--- src/rtl/csi_rx_link_ctrl.sv ---
// csi_rx_link_ctrl: CSI-2 receive link bring-up and supervision FSM (IDLE/RESET/SYNC/LOCKED/RECOVER).
// Define CSI_LINK_STATS_EN to build the resync_cnt/frame_cnt statistics counters; otherwise they read 0.
module csi_rx_link_ctrl #(
  parameter int RST_CYCLES    = 16,
  parameter int SYNC_TIMEOUT  = 65535,
  parameter int FRAME_TIMEOUT = 16777215,
  parameter int ECC_ERR_MAX   = 4
) (
  input  logic       clock,
  input  logic       reset_n,
  input  logic       enable,
  input  logic       clk_ok,
  input  logic       sync_wait,
  input  logic       packet_done,
  input  logic       ecc_err,
  input  logic       in_frame,
  output logic       link_reset,
  output logic       link_enable,
  output logic       locked,
  output logic [2:0] state,
  output logic       err_irq,
  output logic [7:0] resync_cnt,
  output logic [15:0] frame_cnt
);
  typedef enum logic [2:0] {IDLE = 3'd0, RESET = 3'd1, SYNC = 3'd2, LOCKED = 3'd3, RECOVER = 3'd4} state_e;
  localparam logic [23:0] RST_LAST   = 24'(RST_CYCLES - 1);
  localparam logic [23:0] SYNC_LAST  = 24'(SYNC_TIMEOUT - 1);
  localparam logic [23:0] FRAME_LAST = 24'(FRAME_TIMEOUT - 1);
  localparam logic [3:0]  ECC_LIM    = 4'(ECC_ERR_MAX);
  state_e      state_q, state_d;
  logic [23:0] tmr_q, tmr_d;
  logic [3:0]  ecc_q, ecc_d;
  logic        in_frame_q, sof;
  assign sof = in_frame & ~in_frame_q;
  always_comb begin
    state_d = state_q;
    tmr_d   = tmr_q + 24'd1;
    ecc_d   = ecc_q;
    case (state_q)
      IDLE:    state_d = RESET;
      RESET:   state_d = (tmr_q == RST_LAST) ? SYNC : RESET;
      SYNC:    state_d = !sync_wait ? LOCKED : (tmr_q == SYNC_LAST) ? RECOVER : SYNC;
      LOCKED: begin
        if (packet_done) ecc_d = ecc_err ? ecc_q + 4'd1 : 4'd0;
        if (sof) tmr_d = '0;
        if ((packet_done && ecc_err && (ecc_q + 4'd1 == ECC_LIM)) || (!sof && tmr_q == FRAME_LAST))
          state_d = RECOVER;
      end
      RECOVER: state_d = RESET;
      default: state_d = IDLE;
    endcase
    if (!enable || !clk_ok) state_d = IDLE;
    if (state_d != state_q) begin
      tmr_d = '0;
      ecc_d = '0;
    end
  end
  // Outputs are decoded from the next state so they line up with the registered state code.
  always_ff @(posedge clock or negedge reset_n) begin
    if (!reset_n) begin
      state_q     <= IDLE;
      tmr_q       <= '0;
      ecc_q       <= '0;
      in_frame_q  <= 1'b0;
      link_reset  <= 1'b1;
      link_enable <= 1'b0;
      locked      <= 1'b0;
      err_irq     <= 1'b0;
    end else begin
      state_q     <= state_d;
      tmr_q       <= tmr_d;
      ecc_q       <= ecc_d;
      in_frame_q  <= in_frame;
      link_reset  <= !(state_d == SYNC || state_d == LOCKED);
      link_enable <= state_d == SYNC || state_d == LOCKED;
      locked      <= state_d == LOCKED;
      err_irq     <= state_d == RECOVER;
    end
  end
  assign state = state_q;
`ifdef CSI_LINK_STATS_EN
  logic [7:0]  resync_cnt_q;
  logic [15:0] frame_cnt_q;
  always_ff @(posedge clock or negedge reset_n) begin
    if (!reset_n) begin
      resync_cnt_q <= '0;
      frame_cnt_q  <= '0;
    end else begin
      if (state_d == RECOVER && resync_cnt_q != 8'hFF) resync_cnt_q <= resync_cnt_q + 8'd1;
      if (state_q == LOCKED && sof) frame_cnt_q <= frame_cnt_q + 16'd1;
    end
  end
  assign resync_cnt = resync_cnt_q;
  assign frame_cnt  = frame_cnt_q;
`else
  assign resync_cnt = '0;
  assign frame_cnt  = '0;
`endif
endmodule

--- config.mk ---
export PLATFORM = sky130hd
export DESIGN_NAME = csi_rx_link_ctrl
export DESIGN_NICKNAME = d
export VERILOG_FILES = /design/src/rtl/csi_rx_link_ctrl.sv
export SDC_FILE = /design/constraint.sdc
export NUM_CORES = 1
export LEC_CHECK = 0
export BUFFER_PORTS_ARGS = -buffer_cell sky130_fd_sc_hd__buf_2
export CORE_MARGIN = 3
export CORE_UTILIZATION = 30
export CTS_BUF_LIST = sky130_fd_sc_hd__clkbuf_8
export CTS_CLUSTER_DIAMETER = 200
export DETAILED_ROUTE_END_ITERATION = 6
export PLACE_DENSITY_LB_ADDON = 0.05
export SETUP_SLACK_MARGIN = 0.05
export SYNTH_ARGS = -nofsm -noshare
export SYNTH_HDL_FRONTEND = slang
export SYNTH_SLANG_ARGS = --single-unit
export TNS_END_PERCENT = 5
--- constraint.sdc ---
create_clock -name clock -period 6.75 [get_ports clock]
set_input_delay 1.0125 -clock clock [delete_from_list [all_inputs] [get_ports clock]]
set_output_delay 1.0125 -clock clock [all_outputs]
set_load 0.005 [all_outputs]
==> metrics.cfg <==
[cells_and_area]
n_antenna_cell=0
layout-drive-gt1-share_pct=23.3
synthToLayoutAreaGrowth_pct=7.66
nets=242

[route]
drcViolationCount=0
drtIter0Drc=54
viasPerCell=4.69
ant_nets=0
avgRoutedWirePerCell_um=14.1
vias=1538
wirelength_mm=4.61
firstDrtPassIters=4

[worst_setup_path]
rrSetupSlack_ns=4.06
crit-reg2reg-launch=tmr_q[17]
cp.required_ns=6.86
cp-start-kind=flop
reg2reg_to=tmr_q[2]
critPathCaptureType=flop
crit_arrival_ns=2.80
crit_fanout=28
criticalPathCategory=flop to flop
worstRegToRegCells=5

[power]
power_frac_seq_pct=48.7
leakage_nw=1.03
ir_drop_mv=0.117
p_switching_mw=0.106
internal_power_mw=0.360
p_comb_share_pct=6.6
power.share.clock_pct=44.7
switching_share_pct=22.8
power_density_mw_per_mm2=192

[timing]
fmax_ghz=0.372
tns_ns=0
slew_headroom_pct=30.1
setup_viol=0
finalCriticalPeriod_ns=2.69
rsz0062_at_grt=false
finalCritPeriodShare_pct=39.9
hold_viol_final=0
slew_violations=0
hold_ws_ns=0.554
worstMarginPinSlew_ns=1.04
skew_ns=0.00677

[floorplan]
fp.dieW_um=92.7
io_pins=39
dieArea_mm2=0.00859
initial_core_util_pct=32.1
core_mm2=0.00702
std_cell_rows=30
fp.dieH_um=92.7

[logic_synthesis]
yosysWarnings=0
synth.top_cell.area_share_pct=38.9
synth_top_cell_by_area=dfrtp_1
synth.area.top_cells=dfrtp_1, nor4_2, buf_4
ys_types=46
syn_avg_cell_area_um2=10.4
syn_inst=217
yosysSeqAreaShare_pct=40.0
synth_area_mm2=0.00225
ys_ff_latch=36

[clocking]
cts_sinks=36
cts_resized=0
h-tree-depth=2
clkLatencyLatePin_ns=0.28
clk_pin_slew_ns=0.07
cts_tree=yes
cts_made_buffers=5
root_buffer=clkbuf_8
post_cts_buffers=0
cts_buffer_depth=2
hold_buffers=0

[job]
cap_violations=0

[global_routing]
grt_max_degree=37
grt_overflow=0
antenna_found_initial=0
grt_pass1_vias=1578
grt_first_pass_wirelength_mm=7.84
grt_usage_pct=11.3

[place]
post-dp-hpwl_mm=3.05
numPortBuffers=14
gp_congestion=0.730

[hold_path]
hp-class=flop to flop
whs_endpoint=tmr_q[0]
worstHoldPathCells=1
worstHoldStart=tmr_q[0]

[run_status]
status=finished clean

-- placed cells by master, fill, tap and decap left out, types with 2 or more instances in the layout --
master,instances
nand4_1,8
conb_1,24
buf_4,2
xor2_1,16
dfrtp_1,35
and4_1,2
nor3_2,4
ha_1,3
nor4_2,18
nand4b_1,2
nand3_1,12
nor3_1,4
buf_2,14
nor2b_1,3
nor3b_1,3
xnor2_1,6
o21ai_0,3
nor4_1,13
inv_1,3
nand2_1,14
nor2_1,11
a21oi_1,2
clkbuf_8,7
-- worst max-delay path, cell delays in order, from the launching register on --
cell      delay [ns]
dfrtp_1         0.43
or4_1           0.55
or2_1           0.25
o2111a_2        0.29
o21ai_4         0.82
nor4_1          0.16
-- worst max path at each step --
stage,from,endpoint,cells past startpoint
after floorplan,enable,tmr_q[19],6
after global placement,tmr_q[21],tmr_q[4],5
after detailed placement,tmr_q[17],tmr_q[5],5
after CTS,tmr_q[17],tmr_q[2],5
after global routing,tmr_q[17],tmr_q[2],5
final,tmr_q[17],tmr_q[2],5
-- layout make-up --
| class | count | area, um^2 |
|---|---|---|
| well taps | 96 | 120 |
| multi-input cells | 169 | 1180 |
| inverters | 3 | 11.3 |
| flip-flops and latches | 36 | 902 |
| fillers | 719 | 4590 |
| clock buffers | 7 | 96.3 |
| clock inverters | 1 | 30.0 |
| repair buffers | 16 | 85.1 |
-- sequential cells by signal (all words and copies together) (netlist names) --
register and count:
in_frame_q 1, locked 1, link_reset 1, state 3, err_irq 1, tmr_q 24
ecc_q 4, link_enable 1
-- cell families after synthesis --
family / synth area share [%]
buffers and inverters: 11.4
other: 0.166
AOI/OAI and AO/OA: 5.28
xor gates and xnor gates: 8.55
and+or+nand+nor: 32.4
muxes: 0.500
adders and majority gates: 1.67
DFF: 40.0
-- cell usage after synthesis, drive strengths merged --
cell type and instances:
a21oi 2, mux2 1, and2 1, nand4 9
nor4 31, nor3 8, dfstp 1, a41oi 1
nand4b 2, inv 3, xnor2 6, nand3 12
ha 3, a31oi 1, a221o 1, o2111ai 1
conb 1, a32oi 1, buf 28, a21o 1
nor3b 3, dfrtp 35, and4 3, clkbuf 4
nand2 14, xor2 16, and4b 1, or4 2
o21a 1, or2 1, o21ai 4, and3 1
nand3b 1, o2111a 1, a22oi 1, nor2b 3
nor2 12
-- through the flow --
step	total power [mW]	area (um^2)	util, %	setup WS (ns)	cells
3_5_place_dp	0.263	2300	32.8	4.06	320
3_3_place_gp	0.263	2300	32.8	4.09	320
2_1_floorplan	0.265	2340	-	4.56	240
6_report	0.467	2430	34.6	4.06	328
4_1_cts	0.477	2430	34.6	4.02	328
5_1_grt	0.492	2430	34.6	3.89	328
-- power by group through the flow --
stage / combinational (mW) / sequential (mW) / clock [mW]
3_3_place_gp: 0.0316 / 0.232 / 0
2_1_floorplan: 0.0351 / 0.229 / 0
4_1_cts: 0.0317 / 0.227 / 0.219
6_report: 0.0309 / 0.227 / 0.209
3_5_place_dp: 0.0312 / 0.231 / 0
5_1_grt: 0.0361 / 0.229 / 0.227
-- routing by layer --
| layer | up-vias | routed length, um | global-route usage, % |
|---|---|---|---|
| met1 | 728 | 2200 | 15.1 |
| met5 | - | 0 | 0 |
| met4 | 0 | 38 | 2.93 |
| met3 | 5 | 198 | 2.84 |
| met2 | 26 | 2180 | 18.2 |
| li1 | 779 | - | - |
No activity file was read; power rests on OpenSTA's default activity.
